[src/rtl/pcalc_arb.sv]
// rtl/pcalc_arb.sv - round-robin arbiter sharing one credited pcalc pipeline slot between NUM_REQ requesters
// Optional stall statistics: PCALC_ARB_STATS_EN.
module pcalc_arb #(
    parameter int NUM_REQ = 4,
    parameter int DATA_W  = 192,
    parameter int CREDITS = 6
) (
    input  logic                         clk,
    input  logic                         rst,
    input  logic [NUM_REQ-1:0]           req_valid,
    input  logic [NUM_REQ*DATA_W-1:0]    req_data,
    output logic [NUM_REQ-1:0]           req_stall,
    output logic                         out_valid,
    output logic [DATA_W-1:0]            out_data,
    output logic [$clog2(NUM_REQ)-1:0]   out_src,
    input  logic                         out_stall,
    input  logic                         credit_ret,
    output logic                         credit_err,
    output logic [16*NUM_REQ-1:0]        stat_stall_cnt
);

    localparam int SW = $clog2(NUM_REQ);
    localparam int CW = $clog2(CREDITS + 1);
    localparam logic [SW:0]   NREQ = (SW + 1)'(NUM_REQ);
    localparam logic [CW-1:0] CMAX = CW'(CREDITS);

    logic [SW-1:0]      rr_ptr;
    logic [CW-1:0]      credits;
    logic               can_load;
    logic               found;
    logic               grant_any;
    logic [SW-1:0]      gidx;
    logic [NUM_REQ-1:0] grant;
    logic [SW:0]        scan_idx;
    logic [SW:0]        next_rr;
    logic [DATA_W-1:0]  grant_data;

    // Reset is folded in so requesters see a full stall while the unit is held in reset.
    assign can_load  = rst & (~out_valid | ~out_stall) & (credits != '0);
    assign grant_any = can_load & found;
    assign req_stall = ~({NUM_REQ{can_load}} & grant);

    always_comb begin
        found    = 1'b0;
        gidx     = '0;
        grant    = '0;
        scan_idx = '0;
        for (int k = 0; k < NUM_REQ; k++) begin
            scan_idx = {1'b0, rr_ptr} + (SW + 1)'(k);
            if (scan_idx >= NREQ) begin
                scan_idx = scan_idx - NREQ;
            end
            if (!found && req_valid[scan_idx[SW-1:0]]) begin
                found = 1'b1;
                gidx  = scan_idx[SW-1:0];
            end
        end
        if (found) begin
            grant[gidx] = 1'b1;
        end
    end

    always_comb begin
        grant_data = '0;
        for (int i = 0; i < NUM_REQ; i++) begin
            if (grant[i]) begin
                grant_data = req_data[i*DATA_W +: DATA_W];
            end
        end
        next_rr = {1'b0, gidx} + (SW + 1)'(1);
        if (next_rr == NREQ) begin
            next_rr = '0;
        end
    end

    always_ff @(posedge clk or negedge rst) begin
        if (!rst) begin
            out_valid  <= 1'b0;
            out_data   <= '0;
            out_src    <= '0;
            rr_ptr     <= '0;
            credits    <= CMAX;
            credit_err <= 1'b0;
        end else begin
            if (grant_any) begin
                out_valid <= 1'b1;
                out_data  <= grant_data;
                out_src   <= gidx;
                rr_ptr    <= next_rr[SW-1:0];
            end else if (out_valid && !out_stall) begin
                out_valid <= 1'b0;
            end

            // A grant and a return in the same cycle cancel out.
            case ({grant_any, credit_ret})
                2'b10: credits <= credits - CW'(1);
                2'b01: begin
                    if (credits == CMAX) begin
                        credit_err <= 1'b1;
                    end else begin
                        credits <= credits + CW'(1);
                    end
                end
                default: ;
            endcase
        end
    end

`ifdef PCALC_ARB_STATS_EN
    for (genvar g = 0; g < NUM_REQ; g++) begin : g_stat
        logic [15:0] cnt;
        always_ff @(posedge clk or negedge rst) begin
            if (!rst) begin
                cnt <= '0;
            end else if (req_valid[g] && req_stall[g] && cnt != 16'hFFFF) begin
                cnt <= cnt + 16'd1;
            end
        end
        assign stat_stall_cnt[g*16 +: 16] = cnt;
    end
`else
    assign stat_stall_cnt = '0;
`endif

endmodule

[config.mk]
export PLATFORM = sky130hd
export DESIGN_NAME = pcalc_arb
export DESIGN_NICKNAME = d
export VERILOG_FILES = /design/src/rtl/pcalc_arb.sv
export SDC_FILE = /design/constraint.sdc
export NUM_CORES = 1
export LEC_CHECK = 0
export ABC_CLOCK_PERIOD_IN_PS = 3000
export CAP_MARGIN = 20
export CORE_AREA = 2 2 400 402
export CTS_CLUSTER_DIAMETER = 200
export CTS_CLUSTER_SIZE = 14
export DETAILED_ROUTE_END_ITERATION = 16
export DIE_AREA = 0 0 402 404
export MAX_ROUTING_LAYER = met4
export PLACE_DENSITY = 0.32
export SYNTH_ARGS = -nofsm -noshare
export SYNTH_HDL_FRONTEND = slang
export SYNTH_SLANG_ARGS = --single-unit
[constraint.sdc]
create_clock -name clk -period 3 [get_ports clk]
set_clock_uncertainty 0.05 [all_clocks]
set_input_delay 0.45 -clock clk [delete_from_list [all_inputs] [get_ports clk]]
set_output_delay 0.45 -clock clk [all_outputs]
set_load 0.005 [all_outputs]
==> flow_summary.json <==
{
  "intPower_mw": 12.5,
  "synth_seq_area_share_pct": 35.1,
  "ys_types": 34,
  "comb_power_share_pct": 66.3,
  "worstSetupPathType": "flip-flop to primary output",
  "totalWireLength_mm": 114,
  "grt_pass1_wl_mm": 155,
  "p_sw_mw": 9.99,
  "postLayoutCoreUtil_pct": 18.1,
  "crit_family": "buffers and inverters",
  "clkTransAtPathRegs_ns": 0.08,
  "die-area_mm2": 0.162,
  "antenna_found_initial": 18,
  "slew-limit-headroom_pct": 44.1,
  "fillers": 18000,
  "slowest_stage": "dfrtp_2",
  "slew_viol_final": 0,
  "cp.required_ns": 2.50,
  "cts_tree": "built",
  "dp_hpwl_mm": 93.2,
  "fin_crit_ns": 2.95,
  "crit_fanout": 6,
  "syn_to_final_growth_pct": 99.1,
  "start_util_pct": 9.08,
  "synth_edf_count": 0,
  "clockBufferDepth": 3,
  "nNetsFinal": 3876,
  "grt_start_max_net_pins": 98,
  "dr.pass1.iters": 8,
  "synth_area_leaders": "dfrtp_1, a21oi_1, a221oi_1",
  "use_met2_pct": 24.5,
  "place_area_mm2": 0.0278,
  "fmax_mhz": 339,
  "fin_crit_sh_pct": 98.3,
  "cellPowerDensity_mw_per_mm2": 788,
  "grt_setup_unrepaired": "true",
  "ys.flop_type": "dfrtp_1",
  "finalSetupViolCount": 0,
  "status": "completed",
  "drtIter0Drc": 942,
  "max_cap_violations": 0,
  "synth_seq_cells": 201,
  "die_h_um": 404,
  "avgSynthCellArea_um2": 6.97,
  "startpoint_type": "flip-flop",
  "synthArstFlopShare_pct": 100,
  "ir_drop_v": 0.000350,
  "worstSetupEndpointType": "primary output",
  "grtUsageMet1_pct": 15.8,
  "finalHoldViolCount": 0,
  "place_inst": 5135,
  "synthesis.area_mm2": 0.0143,
  "dr_total_vias": 18700,
  "cts-root-buf": "clkbuf_16",
  "num_io_pins": 1040,
  "num_rows": 146,
  "overflow": 0,
  "crit_path_max_incr_delay_ns": 0.45,
  "path_cells": "nand2b_4 > a21oi_2 > a211oi_2 > buf_4 > buf_4 > buf_12 > ha_4 > buf_12 > nand2_2 > clkdlybuf4s15_2",
  "portBuffers": 975,
  "leakagePower_nw": 11.3,
  "drive_above_1_share_pct": 9.61,
  "tightest_slew_ns": 0.839,
  "routabilityCongestion": 0.848,
  "yosys-top-cells-count": "nor2_1, a21oi_1, nand2_1",
  "swShare_pct": 44.5,
  "via_per_inst": 3.60,
  "first_global_vias": 19500,
  "synth-warning-count": 0,
  "critPathArrivalTime_ns": 2.45,
  "final_area_mm2": 0.0285,
  "hp-class": "input port to async pin",
  "r2r-start": "rr_ptr[1]",
  "synth_most_common_cell": "nor2_1",
  "post_drt_wl_per_cell_um": 21.9,
  "cp-startpoint": "rr_ptr[1]",
  "synth_cells": 2054,
  "crit_buf_inv": 5,
  "dieWidth_um": 402,
  "top_usage_layer": "met2",
  "ant_nets": 0,
  "cts_sinks": 201,
  "yosys.area.top_type_share_pct": 34.8,
  "clkLatencyLatePin_ns": 0.58,
  "p_clk_share_pct": 11.2,
  "use_met3_pct": 2.99,
  "drc_errors": 0,
  "cts-buffers-inserted": 18,
  "synth_area_leader_cell": "dfrtp_1",
  "htree_levels": 1,
  "seqPwrFrac_pct": 22.5,
  "grtUsageTotal_pct": 13.7,
  "core_area_mm2": 0.158,
  "final_cells": 5179
}
[cells in the final DEF (no fill, tap or decap), types with 2 or more instances in the layout]
cell type	instances
a211oi_2	2
a21oi_1	387
a221oi_1	183
a221oi_2	10
buf_12	43
buf_4	198
clkbuf_1	5
clkbuf_16	19
clkdlybuf4s50_1	968
conb_1	64
dfrtp_1	198
dfstp_2	2
diode_2	6
dlymetal6s2s_1	4
ha_4	4
inv_1	194
inv_2	2
mux2_4	2
mux2i_1	2
nand2_1	200
nand2_2	3
nor2_1	390
nor2b_1	2
o21ai_0	193
[timing repair]
| item | in CTS | in global routing |
|---|---|---|
| endpoints found under the hold margin | 10 | 0 |
| setup endpoints to repair | 5 | 16 |
| gates cloned | 1 | 0 |
| buffers inserted | 7 | 3 |
| pin swaps | 2 | 2 |
| hold buffers | 1 | 0 |
| gates resized for setup | 12 | 20 |
[power by group through the flow]
| stage | clock network, mW | logic [mW] | registers [mW] |
|---|---|---|---|
| global route | 2.79 | 16.3 | 5.24 |
| finish | 2.52 | 14.9 | 5.05 |
| floorplan | 0 | 5.87 | 5.00 |
| CTS | 2.76 | 15.2 | 5.08 |
| detailed placement | 0 | 15.0 | 5.12 |
| global placement | 0 | 15.1 | 5.10 |
[cell families (layout without fill, tap and decap cells)]
kind of cell | Yosys count | in the layout | share of synthesized area (%)
buffers and inverters | 456 | 1440 | 15.4
adder cells (fa/ha/maj) | 5 | 5 | 0.489
multiplexers | 4 | 4 | 0.349
other | 1 | 70 | 0.0262
AND/OR/NAND/NOR | 605 | 605 | 16.1
AO/OA/AOI/OAI | 782 | 782 | 32.6
flip-flops | 201 | 201 | 35.1
[sequential cells by signal, indices dropped and copies added, names as in the netlist]
name / flops
out_data: 192
credits: 3
out_src: 2
rr_ptr: 2
credit_err: 1
out_valid: 1
[metrics by stage]
step / power, mW / hold WS [ns] / worst slack [ns] / setup TNS (ns)
floorplan: 10.9 / 0.104 / 0.447 / 0
global placement: 20.2 / 0.246 / -0.605 / -41.13
detailed placement: 20.1 / 0.248 / -0.576 / -40.73
CTS: 23.0 / 0.171 / -0.219 / -0.688
global route: 24.4 / 0.203 / -0.0712 / -0.0747
finish: 22.5 / 0.227 / 0.0523 / 0
[per-layer routing]
metal | share of wire [%] | up-vias
met5 | 0 | -
met4 | 1.9 | 0
met3 | 5.7 | 63
met2 | 51 | 658
met1 | 41 | 8939
li1 | - | 8993
[final cells by class]
cell class | instances | area [µm²] | area share (%)
clock buffer | 24 | 494 | 1.73
timing repair buffer | 1218 | 12200 | 42.6
multi-input combinational | 1460 | 7480 | 26.2
clock inverter | 2 | 12.5 | 0.0439
inverter | 196 | 736 | 2.58
antenna | 6 | 15.0 | 0.0526
sequential | 201 | 5030 | 17.6
tap | 2072 | 2590 | 9.09
[worst register-to-register path, cell delays in order, from the launching register on]
cell	delay [ns]
dfrtp_2	0.45
nand2b_4	0.15
a21oi_2	0.16
a211oi_2	0.06
buf_4	0.16
inv_2	0.09
ha_4	0.15
buf_4	0.18
buf_12	0.21
buf_4	0.36
a21oi_1	0.11
a221oi_1	0.40
buf_4	0.18
nor2_1	0.04
[path summary, 6_finish.rpt]
kind / end / cells past startpoint / slack (ns)
setup / recovery: req_stall[3] / 10 / 0.05
hold / removal: out_data[84] / 2 / 0.23
setup reg to reg: out_data[174] / 13 / 0.16
hold reg to reg: out_data[86] / 2 / 0.45
max in group asynchronous: out_data[8] / 3 / 1.64
min in group clk: out_data[86] / 2 / 0.45
Note: power is estimated with default switching activity, not from simulation.
